## config.mk

```make
export PLATFORM = sky130hd
export DESIGN_NAME = alu_mc
export DESIGN_NICKNAME = d
export VERILOG_FILES = /design/src/rtl/alu_mc.sv
export SDC_FILE = /design/constraint.sdc
export NUM_CORES = 1
export LEC_CHECK = 0
export CORE_ASPECT_RATIO = 0.6
export CORE_MARGIN = 2
export CORE_UTILIZATION = 25
export CTS_CLUSTER_SIZE = 20
export DETAILED_ROUTE_END_ITERATION = 8
export DONT_BUFFER_PORTS = 1
export PLACE_DENSITY_LB_ADDON = 0.08
export SLEW_MARGIN = 30
export SYNTH_ARGS = -nofsm -noshare
export SYNTH_HDL_FRONTEND = slang
export SYNTH_SLANG_ARGS = --single-unit
export TNS_END_PERCENT = 1
```

## constraint.sdc

```tcl
create_clock -name clk -period 12.1 [get_ports clk]
set_input_delay 1.21 -clock clk [delete_from_list [all_inputs] [get_ports clk]]
set_output_delay 1.21 -clock clk [all_outputs]
set_load 0.02 [all_outputs]
```

## src/rtl/alu_mc.sv

```systemverilog
// Multi-cycle ALU with valid/ready handshake: single-cycle ops plus iterative shift-add multiply.
// Define ALU_MC_DIV_EN to add iterative unsigned DIVU/REMU (restoring divider).
module alu_mc #(
    parameter int unsigned WIDTH = 32
) (
    input  logic             clk,
    input  logic             reset,
    input  logic             in_valid,
    output logic             in_ready,
    input  logic [3:0]       AluOp,
    input  logic [WIDTH-1:0] busA,
    input  logic [WIDTH-1:0] busB,
    output logic             out_valid,
    input  logic             out_ready,
    output logic [WIDTH-1:0] outBus,
    output logic             busy
);

    localparam int unsigned SHW = $clog2(WIDTH);

    localparam logic [3:0] OP_AND  = 4'b0000;
    localparam logic [3:0] OP_OR   = 4'b0001;
    localparam logic [3:0] OP_XOR  = 4'b0010;
    localparam logic [3:0] OP_NOTA = 4'b0011;
    localparam logic [3:0] OP_ADD  = 4'b0100;
    localparam logic [3:0] OP_SUB  = 4'b0101;
    localparam logic [3:0] OP_SLTU = 4'b0110;
    localparam logic [3:0] OP_MUL  = 4'b0111;
    localparam logic [3:0] OP_DIVU = 4'b1000;
    localparam logic [3:0] OP_REMU = 4'b1001;
    localparam logic [3:0] OP_SLL  = 4'b1010;
    localparam logic [3:0] OP_SRL  = 4'b1011;
    localparam logic [3:0] OP_SRA  = 4'b1100;
    localparam logic [3:0] OP_LUI  = 4'b1101;
    localparam logic [3:0] OP_SLT  = 4'b1110;

    typedef enum logic [1:0] {
        IDLE = 2'd0,
        BUSY = 2'd1,
        DONE = 2'd2
    } aluStateT;

    aluStateT         state, stateNext;
    logic [3:0]       opReg, opNext;
    logic [WIDTH-1:0] acc, accNext;      // MUL partial product / DIV remainder
    logic [WIDTH-1:0] aReg, aNext;       // MUL multiplicand / DIV dividend-quotient
    logic [WIDTH-1:0] bReg, bNext;       // MUL multiplier / DIV divisor
    logic [SHW-1:0]   cnt, cntNext;
    logic [WIDTH-1:0] outBusNext;
    logic [WIDTH-1:0] quick;
    logic [WIDTH-1:0] mulAcc;
    logic [SHW-1:0]   shamt;
    logic             isIter;

    // Single-cycle result, computed straight from the operand buses at accept
    always_comb begin
        quick = '0;
        shamt = busB[SHW-1:0];
        case (AluOp)
            OP_AND:  quick = busA & busB;
            OP_OR:   quick = busA | busB;
            OP_XOR:  quick = busA ^ busB;
            OP_NOTA: quick = ~busA;
            OP_ADD:  quick = busA + busB;
            OP_SUB:  quick = busA - busB;
            OP_SLTU: quick = {{(WIDTH-1){1'b0}}, busA < busB};
            OP_SLT:  quick = {{(WIDTH-1){1'b0}}, $signed(busA) < $signed(busB)};
            OP_SLL:  quick = busA << shamt;
            OP_SRL:  quick = busA >> shamt;
            OP_SRA:  quick = $unsigned($signed(busA) >>> shamt);
            OP_LUI:  quick = busB << (WIDTH/2);
            default: quick = '0;
        endcase
    end

    always_comb begin
        isIter = (AluOp == OP_MUL);
`ifdef ALU_MC_DIV_EN
        if (AluOp == OP_DIVU || AluOp == OP_REMU) begin
            isIter = 1'b1;
        end
`endif
    end

    assign mulAcc = acc + (bReg[0] ? aReg : '0);

`ifdef ALU_MC_DIV_EN
    logic [WIDTH:0]   remShift;
    logic [WIDTH:0]   remDiff;
    logic             remGeq;
    logic [WIDTH-1:0] remNew;
    logic [WIDTH-1:0] quoNew;

    // One restoring step; a zero divisor naturally yields all-ones quotient and remainder A
    always_comb begin
        remShift = {acc, aReg[WIDTH-1]};
        remDiff  = remShift - {1'b0, bReg};
        remGeq   = ~remDiff[WIDTH];
        remNew   = remGeq ? remDiff[WIDTH-1:0] : remShift[WIDTH-1:0];
        quoNew   = {aReg[WIDTH-2:0], remGeq};
    end
`endif

    // Next-state and datapath update
    always_comb begin
        stateNext  = state;
        opNext     = opReg;
        accNext    = acc;
        aNext      = aReg;
        bNext      = bReg;
        cntNext    = cnt;
        outBusNext = outBus;
        case (state)
            IDLE: begin
                if (in_valid) begin
                    opNext = AluOp;
                    if (isIter) begin
                        stateNext = BUSY;
                        cntNext   = '0;
                        accNext   = '0;
                        aNext     = busA;
                        bNext     = busB;
                    end else begin
                        stateNext  = DONE;
                        outBusNext = quick;
                    end
                end
            end
            BUSY: begin
                if (opReg == OP_MUL) begin
                    accNext    = mulAcc;
                    aNext      = aReg << 1;
                    bNext      = bReg >> 1;
                    outBusNext = mulAcc;
                end
`ifdef ALU_MC_DIV_EN
                else begin
                    accNext    = remNew;
                    aNext      = quoNew;
                    outBusNext = (opReg == OP_DIVU) ? quoNew : remNew;
                end
`endif
                if (cnt == SHW'(WIDTH - 1)) begin
                    stateNext = DONE;
                end else begin
                    cntNext    = cnt + SHW'(1);
                    outBusNext = outBus;
                end
            end
            DONE: begin
                if (out_ready) begin
                    stateNext = IDLE;
                end
            end
            default: stateNext = IDLE;
        endcase
    end

    always_ff @(posedge clk) begin
        if (reset) begin
            state     <= IDLE;
            opReg     <= '0;
            acc       <= '0;
            aReg      <= '0;
            bReg      <= '0;
            cnt       <= '0;
            outBus    <= '0;
            in_ready  <= 1'b1;
            out_valid <= 1'b0;
            busy      <= 1'b0;
        end else begin
            state     <= stateNext;
            opReg     <= opNext;
            acc       <= accNext;
            aReg      <= aNext;
            bReg      <= bNext;
            cnt       <= cntNext;
            outBus    <= outBusNext;
            in_ready  <= (stateNext == IDLE);
            out_valid <= (stateNext == DONE);
            busy      <= (stateNext == BUSY);
        end
    end

endmodule

```

-- Word level (Yosys, flattened, before mapping)
Index checks and enable logic that the tools add are counted.
- register bits: 142
- output and inout port bits: 35
- word-level logic and storage cells: 82
- $add $sub $neg: 4
- order comparisons: 2
- equal/unequal tests: 24
- shifts and indexed selects: 3
- mux-type cells: 27
- bitwise operators: 4
- reduce and logical (&&, ||, !) cells: 8
- operator list (operator ; number):
    2-to-1 mux 32 bit ; 13
    case mux 32 bit (12 select lines) ; 1
    case mux 32 bit (2 select lines) ; 4
    adder 32 bit ; 2
    < comparator 32 bit ; 2
    AND 32 bit ; 1
    NOT 32 bit ; 1
    OR 32 bit ; 1
    left shift 32 x 5 -> 32 bit ; 1
    >> shifter 32 x 5 -> 32 bit ; 1
    >>> shifter 32 x 5 -> 32 bit ; 1
    subtractor 32 bit ; 1
    XOR 32 bit ; 1
    equality test 4 x 3 -> 1 bit, second input constant ; 5
    equality test 4 bit, second input constant ; 5
    2-to-1 mux 5 bit ; 3
    inequality test 2 bit, second input constant ; 6
    case mux 5 bit (2 select lines) ; 1
    equality test 4 x 2 -> 1 bit, second input constant ; 2
    2-to-1 mux 2 bit ; 4
    AND reduction 4 bit ; 2
    case mux 2 bit (3 select lines) ; 1
    adder 5 x 1 -> 5 bit, second input constant ; 1
    equality test 5 bit, second input constant ; 1
    8 further kinds ; 11

-- Logic depth before layout (Yosys ltp)
- depth after elaboration: 5
- gate-level depth with buffers: 17

-- Worst setup path after synthesis
Ideal clock, no wire load.
- path kind: input to register
- start: input port busB[2]
- end: register outBus[25]
- library setup time: 131 ps
- arrival: 5009 ps
- data required time: 11969 ps
- path slack: 6960 ps
- cell stages on the path: 16
- path buffers: 5
- path through: buf_2 inv_1 clkbuf_1 clkbuf_1 clkbuf_1 ha_1 buf_2 a221oi_2 o21ai_4 o221ai_2 a2111oi_2 or4_4 o311a_1 a221o_1 a21oi_1 o22ai_1
- longest elaborated chain between the ends: 5
- elaborated cells on any way between the ends: 9
- those cells by class: 2 x add/sub; 3 x shift; 4 x mux
- RTL lines (element ; line ; text):
    from (decl) ; 12 ; input logic [WIDTH-1:0] busB,
    subtractor 32 bit (tied with other cells) ; 65 ; OP_SUB: quick = busA - busB;
    case mux 32 bit (12 select lines) (*) ; 59 ; case (AluOp)
    2-to-1 mux 32 bit (*) ; 117 ; if (isIter) begin
    2-to-1 mux 32 bit (*) ; 115 ; if (in_valid) begin
    case mux 32 bit (2 select lines) (*) ; 113 ; case (state)
    to (signal assigned) ; 178 ; outBus <= outBusNext;
    to (decl) ; 15 ; output logic [WIDTH-1:0] outBus,
Mark *: on every way between the ends. The rest lies on a longest branch, timed or not. The select of a mux whose other input is x is not followed.
A chain may end at the register's enable or synchronous reset.

-- Worst setup path after layout
- start: input port busB[2]
- end: register outBus[20]
The elaborated chain is that of the path after synthesis.

==> impl_summary.log <==
INFO  metric max_cap_viol_count = 0
INFO  metric holdCritStartpoint = acc[29]
INFO  metric route.detailed.drc = 0
INFO  metric ioPinCount = 107
INFO  metric vias = 18704
INFO  metric synth_enable_flop_cells = 0
INFO  metric grt_first_pass_wirelength = 136500 um
INFO  metric tritoncts.num_buffers = 17
INFO  metric finalClockSkew = 0.02967 ns
INFO  metric power_switching = 0.0006172 W
INFO  metric postCtsResizedCells = 0
INFO  metric number_of_global_route_vias_before_repair = 17486
INFO  metric timing.critical_path.cells = inv_1, buf_4, ha_1, a211oi_1, o211ai_1, a21boi_0, a22oi_1, a41oi_1, o221a_2, a21oi_1, o21ai_0, a211oi_1
INFO  metric setup_repair_after_global_routing_missed_its_margin = false
INFO  metric nFillCells = 7439
INFO  metric syn_area = 0.01688 mm^2
INFO  metric syn-num-nets = 2575
INFO  metric power_share_of_the_clock_group = 38.3%
INFO  metric htreeDepth = 4
INFO  metric transition_time_of_the_tightest_slew_check_pin = 1.037 ns
INFO  metric yosys_top_cell_area_share = 16.84%
INFO  metric post-cts-setup-buffers = 0
INFO  metric timing.critical_path.slowest_stage_cell = sky130_fd_sc_hd__a41oi_1
INFO  metric critical_path.max_stage_delay = 0.68 ns
INFO  metric fin_tns_setup = 0 ns
INFO  metric critPathMaxFanout = 72
INFO  metric min_period_over_period = 40.07%
INFO  metric grt_remaining_overflow = 0
INFO  metric post_synth_main_area_contributors = sky130_fd_sc_hd__dfxtp_1 17%, sky130_fd_sc_hd__ha_1 9.9%, sky130_fd_sc_hd__nand2_1 6.9%
INFO  metric antennaDiodeCount = 0
INFO  metric r2r_setup_slack = 7.72 ns
INFO  metric timing_max_transition_violations_final = 0
INFO  metric worstPathArrival = 5.19 ns
INFO  metric clockRootBuffer = sky130_fd_sc_hd__clkbuf_16
INFO  metric antenna_violations_before_repair = 7
INFO  metric layout_setup_ws = 7.252 ns
INFO  metric row_count = 73
INFO  metric critPathRequiredTime = 12.44 ns
INFO  metric antenna_left = 0
INFO  metric clk_pin_slew_worst_paths = 0.07 ns
INFO  metric timing.hold.worst_endpoint = acc[29]
INFO  metric setup.worst_path.class = in2reg
INFO  metric post_synthesis_sequential_element_count = 142
INFO  metric yosysUniqueCellTypes = 97
INFO  metric timing.rr.end = outBus[20]
INFO  metric grt_start_max_net_pins = 141
INFO  metric postSynthCellCount = 2367
INFO  metric critPathCaptureType = flip-flop
INFO  metric drt_wl_total = 96430 um
INFO  metric nNetsFinal = 2420
INFO  metric reg2reg_from = bReg[0]
INFO  metric p_comb_share = 30.6%
INFO  metric clock_insertion_delay_worst_skew = 0.49 ns
INFO  metric initialDrtViolationCount = 2236
INFO  metric critical_path.most_common_cell = sky130_fd_sc_hd__a211oi_1
INFO  metric vias_per_cell = 5.985
INFO  metric start_util = 25.38%
INFO  metric hold_viol_final = 0
INFO  metric worstSetupStartpointType = input port
INFO  metric post_route_cells_drive_above_1_share = 7.416%
INFO  metric ir_drop = 0.0001008 V
INFO  metric die_height = 205.3 um
INFO  metric worstRegToRegCells = 13
INFO  metric worst_setup_timing_slack_at_the_placement_stage = 6.947 ns
INFO  metric die-area = 0.06968 mm^2
INFO  metric instance_count_after_placement_with_tap_cells_included = 3093
INFO  metric power-per-cell-area = 91.14 mW/mm^2
INFO  metric yosysWarnings = 0
INFO  metric timing.fmax = 0.2063 GHz
INFO  metric switching_share = 37.37%
INFO  metric syn-mean-instance-area = 7.131 um^2
INFO  metric firstDrtPassIters = 5
INFO  metric ys_seq_area_share = 16.84%
INFO  metric die_x = 339.4 um
INFO  metric drt-wirelength-per-cell = 30.86 um
INFO  metric port_buffers = 0
INFO  metric cts.path.max_buffers = 2
INFO  metric coreArea = 0.06649 mm^2
INFO  metric final-setup-viol-count = 0
INFO  metric synth_area_leader_cell = sky130_fd_sc_hd__dfxtp_1
INFO  metric postSynth.topFlopCell = sky130_fd_sc_hd__dfxtp_1
INFO  metric cell_internal_pwr = 0.001034 W
INFO  metric worstHoldPathType = reg2reg
INFO  metric seq_power_share = 31.1%
INFO  metric areaGrowthSynthToFinish = 7.354%
INFO  metric globalRouteTotalUtil = 27.24%
INFO  metric tritoncts = built
INFO  metric slew_headroom = 30.87%
INFO  metric instances_no_fill = 3125
INFO  metric layout.cells.most_common_list = 311 x sky130_fd_sc_hd__nand2_1, 245 x sky130_fd_sc_hd__nor2_1, 217 x sky130_fd_sc_hd__a21oi_1
INFO  metric postSynth.asyncResetShare = 0%
INFO  metric cts.sink_count = 142
INFO  metric dp.final_hpwl = 72830 um
INFO  metric min_delay_path_depth = 2
INFO  metric finalWeightedCongestion = 0.9722
INFO  metric layout_commonest_cell = sky130_fd_sc_hd__nand2_1
INFO  metric period_minus_slack = 4.848 ns
INFO  metric cellLeakagePower = 6.783 nW
INFO  metric postLayoutCoreUtil = 27.25%
INFO  metric status = complete, no violations
INFO  metric cts_hold_buf = 0
==> worst max path at each step <==
stage / to / cells after the start / from
final: outBus[20] / 12 / busB[2]
after global routing: outBus[27] / 13 / busB[2]
after CTS: outBus[20] / 12 / busB[2]
after detailed placement: outBus[20] / 12 / busB[2]
after global placement: outBus[27] / 13 / busB[2]
after floorplan: outBus[25] / 16 / busB[2]
==> stage by stage <==
step / total power [W] / hold WS, ns / instance area (um^2)
floorplan: 0.0008706 / 0.4362 / 16880
global placement: 0.001018 / 0.4429 / 17460
detailed placement: 0.001011 / 0.4486 / 17460
CTS: 0.001656 / 0.4592 / 18120
global route: 0.001719 / 0.4788 / 18120
finish: 0.001651 / 0.4543 / 18120
==> sequential cells by signal, summed over array words and instances, names as in the netlist <==
name,cells
aReg,32
acc,32
bReg,32
outBus,32
cnt,5
opReg,4
state,2
busy,1
in_ready,1
out_valid,1
==> synth_stat cells (8+ instances only) <==
| library cell | n |
|---|---|
| sky130_fd_sc_hd__ha_1 | 133 |
| sky130_fd_sc_hd__a21oi_1 | 218 |
| sky130_fd_sc_hd__o221ai_1 | 17 |
| sky130_fd_sc_hd__nor4_1 | 20 |
| sky130_fd_sc_hd__dfxtp_1 | 142 |
| sky130_fd_sc_hd__a21o_1 | 22 |
| sky130_fd_sc_hd__mux2i_1 | 50 |
| sky130_fd_sc_hd__o22ai_1 | 36 |
| sky130_fd_sc_hd__a311oi_1 | 68 |
| sky130_fd_sc_hd__buf_2 | 16 |
| sky130_fd_sc_hd__a221oi_1 | 19 |
| sky130_fd_sc_hd__buf_1 | 21 |
| sky130_fd_sc_hd__o211ai_1 | 29 |
| sky130_fd_sc_hd__xor2_1 | 12 |
| sky130_fd_sc_hd__a22oi_1 | 22 |
| sky130_fd_sc_hd__clkbuf_1 | 157 |
| sky130_fd_sc_hd__o41ai_1 | 8 |
| sky130_fd_sc_hd__nor3_1 | 63 |
| sky130_fd_sc_hd__nand4_1 | 18 |
| sky130_fd_sc_hd__a211o_1 | 12 |
| sky130_fd_sc_hd__o21bai_1 | 19 |
| sky130_fd_sc_hd__mux4_2 | 43 |
| sky130_fd_sc_hd__nand3_1 | 52 |
| sky130_fd_sc_hd__and3_1 | 10 |
| sky130_fd_sc_hd__or3_1 | 10 |
| sky130_fd_sc_hd__a31oi_1 | 19 |
| sky130_fd_sc_hd__mux2_2 | 19 |
| sky130_fd_sc_hd__o31ai_1 | 11 |
| sky130_fd_sc_hd__inv_1 | 117 |
| sky130_fd_sc_hd__o21a_1 | 17 |
| sky130_fd_sc_hd__nor2_1 | 245 |
| sky130_fd_sc_hd__nand2_1 | 312 |
| sky130_fd_sc_hd__nand2b_1 | 24 |
| sky130_fd_sc_hd__o21ai_0 | 133 |
| sky130_fd_sc_hd__and2_1 | 37 |
| sky130_fd_sc_hd__xnor2_1 | 23 |
| sky130_fd_sc_hd__a221o_1 | 11 |
| sky130_fd_sc_hd__nor2b_1 | 12 |
| sky130_fd_sc_hd__a211oi_1 | 43 |
==> final cells by class <==
| cell class | count | area [um^2] | share of cell area, % |
|---|---|---|---|
| Clock buffer | 19 | 452.9 | 2.500 |
| Clock inverter | 13 | 210.2 | 1.160 |
| Inverter | 119 | 446.7 | 2.465 |
| Multi-Input combinational cell | 1906 | 12850 | 70.89 |
| Sequential cell | 142 | 2843 | 15.69 |
| Tap cell | 900 | 1126 | 6.215 |
| Timing Repair Buffer | 26 | 195.2 | 1.077 |
==> power groups by stage <==
| stage | sequential (W) | clock, W | combinational (W) |
|---|---|---|---|
| 6_report | 0.000514 | 0.000633 | 0.000505 |
| 5_1_grt | 0.000516 | 0.000668 | 0.000535 |
| 4_1_cts | 0.000515 | 0.000653 | 0.000488 |
| 3_5_place_dp | 0.000525 | 0 | 0.000486 |
| 3_3_place_gp | 0.000526 | 0 | 0.000492 |
| 2_1_floorplan | 0.000515 | 0 | 0.000355 |
==> cell families after synthesis <==
kind of cell,synth area share [%]
AND/OR/NAND/NOR,22.79
AO/OA/AOI/OAI,30.90
buffers and inverters,7.391
flip-flops,16.84
adder cells (fa/ha/maj),10.22
multiplexers,10.04
XOR/XNOR,1.816
==> worst max-delay path: cells and delay by family <==
kind	cells	cell delay [ns]
AO/OA/AOI/OAI	9	2.97
buffers and inverters	2	0.49
adder cells (fa/ha/maj)	1	0.46
==> metal layers <==
metal  track usage [%]  vias up  wire length (um)
li1                  -     8366                 -
met2             36.28      842             36510
met1             41.96     9444             48910
met3             8.389       52              9678
met4             4.851        0              1330
met5                 0        -                 0
Note: power is estimated with default switching activity, not from simulation.
